$ cat config.mk
export PLATFORM = sky130hd
export DESIGN_NAME = taus_urng_flat
export DESIGN_NICKNAME = d
export VERILOG_FILES = /design/src/rtl/taus_urng_pkg.sv /design/src/rtl/taus_urng_if.sv /design/src/rtl/taus_urng_taus88_step.sv /design/src/rtl/taus_urng.sv /design/src/flat_wrapper.sv
export SDC_FILE = /design/constraint.sdc
export NUM_CORES = 1
export LEC_CHECK = 0
export ABC_AREA = 1
export CAP_MARGIN = 0
export CELL_PAD_IN_SITES_DETAIL_PLACEMENT = 2
export CELL_PAD_IN_SITES_GLOBAL_PLACEMENT = 2
export CORE_MARGIN = 2
export CORE_UTILIZATION = 25
export CTS_BUF_LIST = sky130_fd_sc_hd__clkbuf_4 sky130_fd_sc_hd__clkbuf_8
export CTS_CLUSTER_SIZE = 8
export DETAILED_ROUTE_END_ITERATION = 12
export PLACE_DENSITY = 0.67
export SLEW_MARGIN = 40
export SYNTH_ARGS = -nofsm -noshare
export SYNTH_HDL_FRONTEND = slang
export SYNTH_SLANG_ARGS = --single-unit
$ cat constraint.sdc
create_clock -name clk -period 8 [get_ports clk]
set_clock_uncertainty 0.05 [all_clocks]
set_input_delay 1.2 -clock clk [delete_from_list [all_inputs] [get_ports clk]]
set_output_delay 1.2 -clock clk [all_outputs]
set_load 0.01 [all_outputs]
$ cat src/rtl/taus_urng_pkg.sv
// taus_pkg: shared constants and types for the taus88 uniform source.
// Holds the default seeds, the minimum legal seed per word, the FSM state
// enum and the seed-repair helper used when TAUS_SEED_FIX_EN is defined.
package taus_pkg;

    // Default seeds: index 0..2 = generator A s0..s2, 3..5 = generator B s0..s2.
    localparam logic [31:0] DEFAULT_SEED [6] = '{
        32'd12345, 32'd67890, 32'd13579,
        32'd24680, 32'd11223, 32'd44556
    };

    // Smallest seed per word (s0, s1, s2) that keeps its component non-degenerate.
    localparam logic [31:0] MIN_SEED [3] = '{32'd2, 32'd8, 32'd16};

    typedef enum logic [1:0] {
        ST_WARM = 2'd0,
        ST_FILL = 2'd1,
        ST_RUN  = 2'd2
    } taus_state_e;

    // Replace a seed word that is too small with its default.
    function automatic logic [31:0] seed_fix(input logic [31:0] value,
                                             input logic [31:0] min_value,
                                             input logic [31:0] dflt);
        seed_fix = (value < min_value) ? dflt : value;
    endfunction

endpackage

$ cat src/rtl/taus_urng_if.sv
// taus_urng_if: sample stream from the uniform source to the Box-Muller stage.
interface taus_urng_if;
    logic [47:0] u0;
    logic [15:0] u1;
    logic        valid;
    logic        ready;

    modport master (output u0, output u1, output valid, input ready);
    modport slave  (input u0, input u1, input valid, output ready);
endinterface

$ cat src/rtl/taus_urng_taus88_step.sv
// taus88_step: one combinational step of a three-component taus88 generator.
// Produces the updated states and the XOR of the updated states as output.
module taus88_step (
    input  logic [31:0] s0,
    input  logic [31:0] s1,
    input  logic [31:0] s2,
    output logic [31:0] n0,
    output logic [31:0] n1,
    output logic [31:0] n2,
    output logic [31:0] y
);
    logic [31:0] b0_s;
    logic [31:0] b1_s;
    logic [31:0] b2_s;

    assign b0_s = ((s0 << 5'd13) ^ s0) >> 5'd19;
    assign n0   = ((s0 & 32'hFFFF_FFFE) << 5'd12) ^ b0_s;

    assign b1_s = ((s1 << 5'd2) ^ s1) >> 5'd25;
    assign n1   = ((s1 & 32'hFFFF_FFF8) << 5'd4) ^ b1_s;

    assign b2_s = ((s2 << 5'd3) ^ s2) >> 5'd11;
    assign n2   = ((s2 & 32'hFFFF_FFF0) << 5'd17) ^ b2_s;

    assign y = n0 ^ n1 ^ n2;
endmodule

$ cat src/rtl/taus_urng.sv
// taus_urng: dual taus88 uniform source feeding the Box-Muller datapath.
// Generators A and B step together; u0 = {a, b[31:16]}, u1 = b[15:0].
// Optional macro TAUS_SEED_FIX_EN: repair too-small seed words at seed_load.
module taus_urng
    import taus_pkg::*;
#(
    parameter int unsigned WARMUP = 16
) (
    input  logic        clk,
    input  logic        reset,
    input  logic        seed_wr,
    input  logic [2:0]  seed_idx,
    input  logic [31:0] seed_data,
    input  logic        seed_load,
    output logic        busy,
    taus_urng_if.master smp
);
    localparam logic [15:0] WARM_CNT = 16'(WARMUP);
    // With no warm-up the first step after (re)start already produces a sample.
    localparam taus_state_e START_ST = (WARMUP == 0) ? ST_FILL : ST_WARM;

    logic [31:0] shadow_r   [6];
    logic [31:0] live_r     [6];
    logic [31:0] next_s     [6];
    logic [31:0] load_val_s [6];
    logic [31:0] a_out_s;
    logic [31:0] b_out_s;

    taus_state_e state_r;
    logic [15:0] cnt_r;
    logic [47:0] u0_r;
    logic [15:0] u1_r;
    logic        valid_r;
    logic        busy_r;

    taus88_step u_step_a (
        .s0(live_r[0]), .s1(live_r[1]), .s2(live_r[2]),
        .n0(next_s[0]), .n1(next_s[1]), .n2(next_s[2]), .y(a_out_s)
    );

    taus88_step u_step_b (
        .s0(live_r[3]), .s1(live_r[4]), .s2(live_r[5]),
        .n0(next_s[3]), .n1(next_s[4]), .n2(next_s[5]), .y(b_out_s)
    );

    // Shadow seed registers written through the register port.
    always_ff @(posedge clk) begin
        if (reset) begin
            for (int i = 0; i < 6; i++) shadow_r[i] <= DEFAULT_SEED[i];
        end else begin
            for (int i = 0; i < 6; i++) begin
                if (seed_wr && (seed_idx == 3'(i))) shadow_r[i] <= seed_data;
            end
        end
    end

    // Values copied into the live state on seed_load (pre-write shadows).
    always_comb begin
        for (int i = 0; i < 6; i++) begin
`ifdef TAUS_SEED_FIX_EN
            load_val_s[i] = seed_fix(shadow_r[i], MIN_SEED[i % 3], DEFAULT_SEED[i]);
`else
            load_val_s[i] = shadow_r[i];
`endif
        end
    end

    // Warm-up / fill / run sequencing, live state and registered outputs.
    always_ff @(posedge clk) begin
        if (reset) begin
            for (int i = 0; i < 6; i++) live_r[i] <= DEFAULT_SEED[i];
            state_r <= START_ST;
            cnt_r   <= WARM_CNT;
            u0_r    <= 48'd0;
            u1_r    <= 16'd0;
            valid_r <= 1'b0;
            busy_r  <= 1'b1;
        end else if (seed_load) begin
            // Stale u0/u1 are kept; only valid drops.
            for (int i = 0; i < 6; i++) live_r[i] <= load_val_s[i];
            state_r <= START_ST;
            cnt_r   <= WARM_CNT;
            valid_r <= 1'b0;
            busy_r  <= 1'b1;
        end else begin
            case (state_r)
                ST_WARM: begin
                    for (int i = 0; i < 6; i++) live_r[i] <= next_s[i];
                    cnt_r <= cnt_r - 16'd1;
                    if (cnt_r <= 16'd1) state_r <= ST_FILL;
                end
                ST_FILL: begin
                    for (int i = 0; i < 6; i++) live_r[i] <= next_s[i];
                    u0_r    <= {a_out_s, b_out_s[31:16]};
                    u1_r    <= b_out_s[15:0];
                    valid_r <= 1'b1;
                    busy_r  <= 1'b0;
                    state_r <= ST_RUN;
                end
                ST_RUN: begin
                    if (valid_r && smp.ready) begin
                        for (int i = 0; i < 6; i++) live_r[i] <= next_s[i];
                        u0_r <= {a_out_s, b_out_s[31:16]};
                        u1_r <= b_out_s[15:0];
                    end
                end
                default: begin
                    state_r <= START_ST;
                    cnt_r   <= WARM_CNT;
                    valid_r <= 1'b0;
                    busy_r  <= 1'b1;
                end
            endcase
        end
    end

    assign smp.u0    = u0_r;
    assign smp.u1    = u1_r;
    assign smp.valid = valid_r;
    assign busy      = busy_r;
endmodule

$ cat src/flat_wrapper.sv
// flat-port wrapper written by rule: the top's interface ports become plain ports
module taus_urng_flat import taus_pkg::*;
#(
    parameter int unsigned WARMUP = 16
)
  (clk, reset, seed_wr, seed_idx, seed_data, seed_load, busy, smp_u0, smp_u1, smp_valid, smp_ready);
  taus_urng_if smp_i ();
  input  logic clk;
  input  logic reset;
  input  logic seed_wr;
  input  logic [2:0] seed_idx;
  input  logic [31:0] seed_data;
  input  logic seed_load;
  output logic busy;
  output wire logic [$bits(smp_i.u0)-1:0] smp_u0;
  output wire logic [$bits(smp_i.u1)-1:0] smp_u1;
  output wire logic [$bits(smp_i.valid)-1:0] smp_valid;
  input wire logic [$bits(smp_i.ready)-1:0] smp_ready;
  assign smp_u0 = smp_i.u0;
  assign smp_u1 = smp_i.u1;
  assign smp_valid = smp_i.valid;
  assign smp_i.ready = smp_ready;
  taus_urng #(.WARMUP(WARMUP)) u_core (.clk(clk), .reset(reset), .seed_wr(seed_wr), .seed_idx(seed_idx), .seed_data(seed_data), .seed_load(seed_load), .busy(busy), .smp(smp_i));
endmodule
==> results of run 1 <==
[how the worst min path moves through the flow]
stage                                              from                       endpoint  slack (ns)  cells past startpoint
after floorplan           u_core.cnt_r[13]$_SDFFE_PP0N_  u_core.cnt_r[13]$_SDFFE_PP0N_        0.40                      2
after global placement         u_core.busy$_SDFFE_PP1N_       u_core.busy$_SDFFE_PP1N_        0.40                      2
after detailed placement       u_core.busy$_SDFFE_PP1N_       u_core.busy$_SDFFE_PP1N_        0.42                      2
after CTS                      u_core.busy$_SDFFE_PP1N_       u_core.busy$_SDFFE_PP1N_        0.43                      2
after global routing           u_core.busy$_SDFFE_PP1N_       u_core.busy$_SDFFE_PP1N_        0.45                      2
final                          u_core.busy$_SDFFE_PP1N_       u_core.busy$_SDFFE_PP1N_        0.43                      2
[Yosys cell counts]
library cell	number
sky130_fd_sc_hd__buf_1	5
sky130_fd_sc_hd__ha_1	7
sky130_fd_sc_hd__nor4_1	1
sky130_fd_sc_hd__nand3_1	73
sky130_fd_sc_hd__o21ai_0	36
sky130_fd_sc_hd__xor2_1	72
sky130_fd_sc_hd__a21oi_1	70
sky130_fd_sc_hd__o21ai_1	75
sky130_fd_sc_hd__o22a_1	8
sky130_fd_sc_hd__buf_2	36
sky130_fd_sc_hd__edfxtp_1	352
sky130_fd_sc_hd__nand2_1	612
sky130_fd_sc_hd__clkinv_1	1
sky130_fd_sc_hd__buf_4	7
sky130_fd_sc_hd__nor3_1	4
sky130_fd_sc_hd__dfxtp_1	84
sky130_fd_sc_hd__nand4_1	1
sky130_fd_sc_hd__xnor2_1	46
sky130_fd_sc_hd__o21a_1	1
sky130_fd_sc_hd__nor2_2	2
sky130_fd_sc_hd__nor2_1	300
sky130_fd_sc_hd__a211oi_1	1
sky130_fd_sc_hd__nor3_2	2
sky130_fd_sc_hd__a21oi_2	1
sky130_fd_sc_hd__inv_1	235
sky130_fd_sc_hd__nand3b_1	4
sky130_fd_sc_hd__inv_2	4
sky130_fd_sc_hd__nor2_4	2
sky130_fd_sc_hd__clkbuf_1	22
sky130_fd_sc_hd__or2_2	11
sky130_fd_sc_hd__buf_6	6
[power by group]
group / total, uW / switching, uW / leakage (uW) / internal, uW
clock: 2260 / 1010 / 0.000890 / 1240
combinational: 1780 / 1210 / 0.00464 / 573
sequential: 3150 / 302 / 0.00428 / 2850
[layout make-up]
| type | count | area [um2] | area share (%) |
|---|---|---|---|
| antenna | 1 | 2.50 | 0.0107 |
| clock buffer | 132 | 1570 | 6.70 |
| clock inverter | 17 | 90.1 | 0.384 |
| inverter | 240 | 905 | 3.86 |
| multi-input combinational | 1329 | 6180 | 26.4 |
| sequential | 436 | 12300 | 52.2 |
| tap | 1040 | 1300 | 5.55 |
| timing repair buffer | 118 | 1160 | 4.93 |
[worst max-delay path: cells and delay by family]
kind	cells	cell delay [ns]
compound gates	1	0.22
buf+inv	3	1.31
simple gates	3	0.95
[cell families (layout without fill, tap and decap cells)]
kind of cell | Yosys count | in the layout | share of synthesized area, %
adders and majority gates | 7 | 7 | 0.446
other | 0 | 1 | 0
and+or+nand+nor | 1012 | 1012 | 20.2
buffers and inverters | 316 | 507 | 6.63
AOI/OAI and AO/OA | 192 | 192 | 5.09
DFF | 436 | 436 | 62.3
xor gates and xnor gates | 118 | 118 | 5.26
[state kept, by name (all words and copies together) (netlist names)]
signal / cells
u_core.busy: 1
u_core.cnt_r: 16
u_core.live_r: 176
u_core.shadow_r: 176
u_core.smp.u0: 48
u_core.smp.u1: 16
u_core.smp.valid: 1
u_core.state_r: 2
[cell usage in the layout (no fill, tap or decap), types with 44 or more instances in the layout]
master and n:
sky130_fd_sc_hd__a21oi_1 70, sky130_fd_sc_hd__clkbuf_8 93, sky130_fd_sc_hd__clkdlybuf4s50_1 103, sky130_fd_sc_hd__dfxtp_1 84, sky130_fd_sc_hd__edfxtp_1 352, sky130_fd_sc_hd__inv_1 231, sky130_fd_sc_hd__nand2_1 604, sky130_fd_sc_hd__nand3_1 73
sky130_fd_sc_hd__nor2_1 299, sky130_fd_sc_hd__o21ai_1 75, sky130_fd_sc_hd__xnor2_1 44, sky130_fd_sc_hd__xor2_1 72
[per-stage QoR]
step | total power, uW | utilization, % | worst slack [ns]
final | 7190 | 30.2 | 4.45
after global routing | 7570 | 30.2 | 4.26
after CTS | 7260 | 30.2 | 4.46
after detailed placement | 4980 | 28.1 | 3.76
after global placement | 4880 | 28.0 | 3.78
after floorplan | 4120 | - | 2.53
[per-layer routing]
layer	vias up	wire [um]	GRT usage [%]
met5	-	53	0
met2	410	34600	29.6
met1	7663	33300	24.4
li1	6912	-	-
met4	10	2170	6.37
met3	126	4940	4.54
==> results.txt, run 1 <==
The post-cts sizing count is 0. The count of buffers from port buffering came out at 104. The worst register-to-register path begins at u_core.state_r[0]$_SDFFE_PP0P_. The post-synthesis net count came out at 2128. The global placer's final weighted congestion is 0.805. In this run the worst setup path terminates at u_core.live_r[0][38]$_SDFFCE_PN0P_. The master of the slowest instance on the critical path is sky130_fd_sc_hd__buf_4. Yosys attributes the largest share of cell area to sky130_fd_sc_hd__edfxtp_1 (54%), sky130_fd_sc_hd__nand2_1 (12%), sky130_fd_sc_hd__dfxtp_1 (8.6%), sky130_fd_sc_hd__nor2_1 (5.7%), sky130_fd_sc_hd__inv_1 (4.5%).

TritonCTS built the clock tree. The fraction of post-synthesis cell area in the top cell type by area came out at 53.8%. The flow ran to the end, and the final reports show no timing, DRC or antenna violations. The remaining number of nets flagged by the antenna check after routing is 0. 106 I/O pins were placed. The share of the clock period used by the worst path after layout is 44.4%. The worst reg-to-reg path cell count is 9.

The average routed wire per standard cell came out at 22.7 um. The slack of the worst reg-to-reg path is 4.95 ns. The overall die width is 284 um. The most critical setup path has its startpoint at seed_load.

For this block, the routed nets add up to 75100 um of wire. The signal on the critical path passes through clkdlybuf4s50_1, nor2_4, inv_2, a21oi_2, nand2_4, nand2_4, buf_4. The max-slew violation total from the final report came out at 0. The worst hold-check slack is 0.429 ns. The fraction of final layout cells with drive strength greater than 1 is 8.49%. The initial utilization of the core area, before any placement, comes to 25.3%. In the synthesized netlist, the number of instances is 2081. The post-route minimum period came out at 3.55 ns. The HPWL reported at the end of detailed placement is 51800 um.

The first-pass GRT wire length came out at 110000 um. After floorplanning, the core was divided into 102 placement rows. The data arrival time of the critical path is 3.79 ns. The worst setup path is captured at a flop. The post-placement cell area is 0.0218 mm2.

The via total after detailed routing is 15121. The number of setup violations in the final report came out at 0. The number of placed instances, taps included, is 3163. Along the worst path, the maximum fanout reaches 54. The die area is 0.0809 mm2. The clock transition at the registers of the reported paths came out at 0.05 ns. The total count of hold-check failures in the final report is 0.

The power density of the placed cells came out at 307 mW/mm2. Setup repair after global routing left no endpoint under its margin. Summed over all cells, the static leakage comes to 0.00980 uW. For this block, the initial DRC count from the detailed router was 975. Timing would allow up to 0.282 GHz. In this run the number of H-tree levels came out at 3. The number of warnings issued by yosys came out at 0. Entering global routing, the biggest net connects 147 pins. The hold-fix buffer count after cts is 0. The finished cells cover 0.0235 mm2. The area inside the core boundary is 0.0776 mm2. The setup TNS came out at 0 ns. The clock latency at the later pin of the worst-skew pair is 0.70 ns. The die is 284 um tall. The synthesized cell area came out at 0.0197 mm2. Dividing the detail-routed via count by the number of cells gives 4.56. The via count of the first global-routing pass came out at 16600. The post-CTS setup buffer count is 0.

The number of sinks handled by clock tree synthesis is 436. The tool flagged a number of max-cap violations equal to 0. On the worst path, the slowest cell contributes a delay of 0.74 ns. The end of the worst register-to-register path is u_core.smp.u0[21]$_SDFFE_PP0P_.

The sequential area share after synthesis came out at 62.3%. STA classifies the critical path startpoint as an input port. The total overflow reported by the global router came out at 0. The total iterations of the first detailed-routing run came out at 5. The average instance in the mapped netlist occupies 9.44 um2. The cell with the most instances on the worst path is sky130_fd_sc_hd__nand2_4. The number of buffers created by CTS came out at 81. The fill cell instance count of the final layout is 8692.

In this run, synthesis produced a sequential element count of 436. The tree is rooted in a sky130_fd_sc_hd__clkbuf_8. VDD sags by at most 91.8 uV.

sky130_fd_sc_hd__edfxtp_1 takes more of the synthesized area than any other cell. Counting along the longest clock path gives a buffer depth of 3. The required time of the critical path is 8.24 ns. The pin slew with the least headroom to its limit is 0.884 ns. The final net count is 2253. The min-delay analysis places its worst path in the category reg -> reg. The area growth from synthesis to layout is 19.4%.

The overall routing resource usage came out at 18.5%. The initial antenna violation count came out at 7. The worst slew margin relative to its limit came out at 41.0%.

The type of the worst setup path is in -> reg. The post-synthesis cell type count came out at 31. The post-route DRC violation count came out at 0. The final non-filler cell total is 3313.
Note: power is estimated with default switching activity, not from simulation.
==> run 2: changes to the inputs <==
==> constraint.sdc (replaced) <==
create_clock -name clk -period 3.4 [get_ports clk]
set_clock_uncertainty 0.05 [all_clocks]
set_input_delay 0.51 -clock clk [delete_from_list [all_inputs] [get_ports clk]]
set_output_delay 0.51 -clock clk [all_outputs]
set_load 0.01 [all_outputs]
==> results.txt, run 2 (synthesis results as in run 1) <==
The run finished with clean final reports. The area taken by multi-input logic gates came out at 0.00614 mm2 (-0.75%). The setup TNS was 0 ns (unchanged). The fraction of met3 tracks used by global routing is 3.20% (-1.3 points).

The area of all placed cells without fillers came out at 0.0236 mm2 (+0.74%). The overall die width came out at 284 um (unchanged). The HPWL reported at the end of detailed placement was 53300 um (+2.9%). The data arrival time of the critical path is 2.98 ns (-0.81 ns). The area growth from synthesis to layout came out at 20.3%.

The worst min-delay path endpoint is u_core.smp.u1[4]$_SDFFE_PP0P_. The global placer's final weighted congestion came to 0.803 (-0.26%). The clock latency at the later pin of the worst-skew pair is 0.69 ns (about the same). The power density of the placed cells is 711 mW/mm2 (+130%). The initial DRC count came out at 1096 (+12%). The count of buffers from port buffering is 104 (unchanged).

The pin count of the biggest net entering global routing is 91 (-38%). The slack of the worst reg-to-reg path came out at 0.93 ns (-4.02 ns). In the finished design, the share of the clock period the worst path needs comes to 72.5%. The min-delay analysis places its worst path in the category in -> reg. The critical path is of the reg -> reg type.

The area inside the core boundary was 0.0776 mm2 (unchanged). The worst hold-check slack came out at 0.354 ns (-0.0753 ns). The H-tree level count came to 3 (unchanged). The post-placement cell area is 0.0220 mm2 (+1.2%). The most common cell after layout, fill and taps aside is sky130_fd_sc_hd__nand2_1. The via total after detailed routing is 15255 (+0.89%). The required time of the critical path came out at 3.92 ns (-4.32 ns). The vertical die dimension came out at 284 um (unchanged).

The total iterations of the first detailed-routing run is 5 (unchanged). In the layout the commonest cells are sky130_fd_sc_hd__nand2_1 (610), sky130_fd_sc_hd__edfxtp_1 (352), sky130_fd_sc_hd__nor2_1 (299). The first-pass GRT wire length came out at 110000 um (-0.32%). The number of sinks handled by clock tree synthesis came out at 436 (unchanged). The die area is 0.0809 mm2 (unchanged). The worst slew margin relative to its limit is 40.9% (-0.14 points).

The critical path endpoint category is a flop. The worst reg-to-reg path cell count came out at 9 (unchanged). TritonCTS built the clock tree. The initial antenna violation count is 3 (-4). The post-cts sizing count is 0 (unchanged). The leakage power came out at 0.00991 uW (+1.1%).

The number of maximum-capacitance constraint violations was 0 (unchanged). The remaining number of nets flagged by the antenna check after routing came out at 0 (unchanged). The total overflow reported by the global router came out at 0 (unchanged).

The total wirelength of the detailed-routed design came out at 75200 um (+0.13%). The post-CTS setup buffer count came to 0 (unchanged). The hold-fix buffer count after cts is 0 (unchanged). The max-slew violation total from the final report was 0 (unchanged). The clock transition at the registers of the reported paths is 0.06 ns (about the same).

The initial core utilization came out at 25.3% (unchanged). The average routed wire per standard cell came to 22.5 um (-0.53%). The I/O pin count is 106 (unchanged). The overall routing resource usage is 18.5% (+0.027 points).

The worst ir drop on vdd came out at 246 uV (+170%). The fraction of final layout cells with drive strength greater than 1 came out at 8.94% (+0.45 points). The worst register-to-register path ends at u_core.smp.u1[8]$_SDFFE_PP0P_. The post-route minimum period is 2.47 ns. The worst hold path begins at reset. The number of setup violations in the final report is 0 (unchanged). Derived from the worst setup path, the maximum achievable clock frequency is 0.406 GHz. The sequential cell area was 0.0123 mm2 (unchanged).

The number of cells on the worst hold path is 4 (+2). The kind of launch point of the worst setup path is a flop. The total number of placement rows is 102 (unchanged). The startpoint identified for the worst register-to-register timing path is u_core.state_r[0]$_SDFFE_PP0P_.

Setup repair after global routing left no endpoint under its margin. The number of vias per cell after detailed routing came out at 4.57 (+0.22%). The number of buffers on the longest clock path was 3 (unchanged). The final net count is 2277 (+1.1%). The number of buffers created by CTS is 81 (unchanged).

The most crowded layer after global routing is met2. The met1 track demand over resource in global routing came out at 25.7% (+1.3 points). The master cell of the clock root buffer is sky130_fd_sc_hd__clkbuf_8.

The total count of hold-check failures in the final report was 0 (unchanged). The post-route DRC violation count was 0 (unchanged). The global routing usage on met2 came out at 28.8% (-0.79 points). The pin slew with the least headroom to its limit is 0.881 ns (-0.00325 ns). The via count of the first global-routing pass came out at 16463 (-0.83%). The biggest fanout along the worst timing path came to 69 (+28%). The fill cell instance count of the final layout is 8731 (+0.45%).
==> run 2: area by class of cell <==
cell class	instances	share of cell area [%]
well taps	1040	5.51
diodes	2	0.0212
inverters	240	3.81
multi-input cells	1329	26.0
repair buffers	142	6.12
clock inverters	18	0.429
flip-flops and latches	436	51.8
clock buffers	128	6.32
==> run 2: worst max-delay path by stage <==
stage / startpoint / end / slack [ns] / depth (start not counted)
after floorplan: seed_idx[0] / u_core.shadow_r[0][164]$_SDFFCE_PN0P_ / 0.17 / 4
after global placement: seed_load / u_core.live_r[0][169]$_DFFE_PP_ / 0.60 / 8
after detailed placement: seed_load / u_core.live_r[0][169]$_DFFE_PP_ / 0.54 / 8
after CTS: u_core.state_r[0]$_SDFFE_PP0P_ / u_core.smp.u1[8]$_SDFFE_PP0P_ / 0.87 / 9
after global routing: u_core.state_r[0]$_SDFFE_PP0P_ / u_core.smp.u0[13]$_SDFFE_PP0P_ / 0.73 / 8
final: u_core.state_r[0]$_SDFFE_PP0P_ / u_core.smp.u1[8]$_SDFFE_PP0P_ / 0.93 / 9
==> run 2: critical path: stages, from the launching register on <==
cell and delay, ns:
sky130_fd_sc_hd__dfxtp_1 0.39, sky130_fd_sc_hd__inv_1 0.12, sky130_fd_sc_hd__ha_1 0.43, sky130_fd_sc_hd__inv_2 0.17, sky130_fd_sc_hd__nor3_4 0.24, sky130_fd_sc_hd__buf_12 0.25
sky130_fd_sc_hd__buf_12 0.32, sky130_fd_sc_hd__nand3_1 0.17, sky130_fd_sc_hd__nand2_1 0.09, sky130_fd_sc_hd__inv_1 0.04
==> run 2: report_power, final <==
group	internal (uW)	leakage, uW	switching (uW)
Clock	2790	0.000861	2340
Combinational	1390	0.00477	2860
Sequential	6710	0.00428	714
Total	10900	0.00991	5920
==> run 2: metrics by stage <==
step / worst slack (ns) / instances / util [%] / total power (uW)
2_1_floorplan: 0.172 / 2081 / - / 9690
3_3_place_gp: 0.596 / 3187 / 28.4 / 11500
3_5_place_dp: 0.540 / 3187 / 28.4 / 11800
4_1_cts: 0.867 / 3333 / 30.5 / 17000
5_1_grt: 0.735 / 3334 / 30.5 / 17700
6_report: 0.934 / 3335 / 30.5 / 16800
==> run 2: layer usage <==
| metal | up-vias | routed length [um] |
|---|---|---|
| met3 | 126 | 4240 |
| met2 | 412 | 33700 |
| met1 | 7749 | 34900 |
| met4 | 2 | 2330 |
| li1 | 6966 | - |
| met5 | - | 13 |
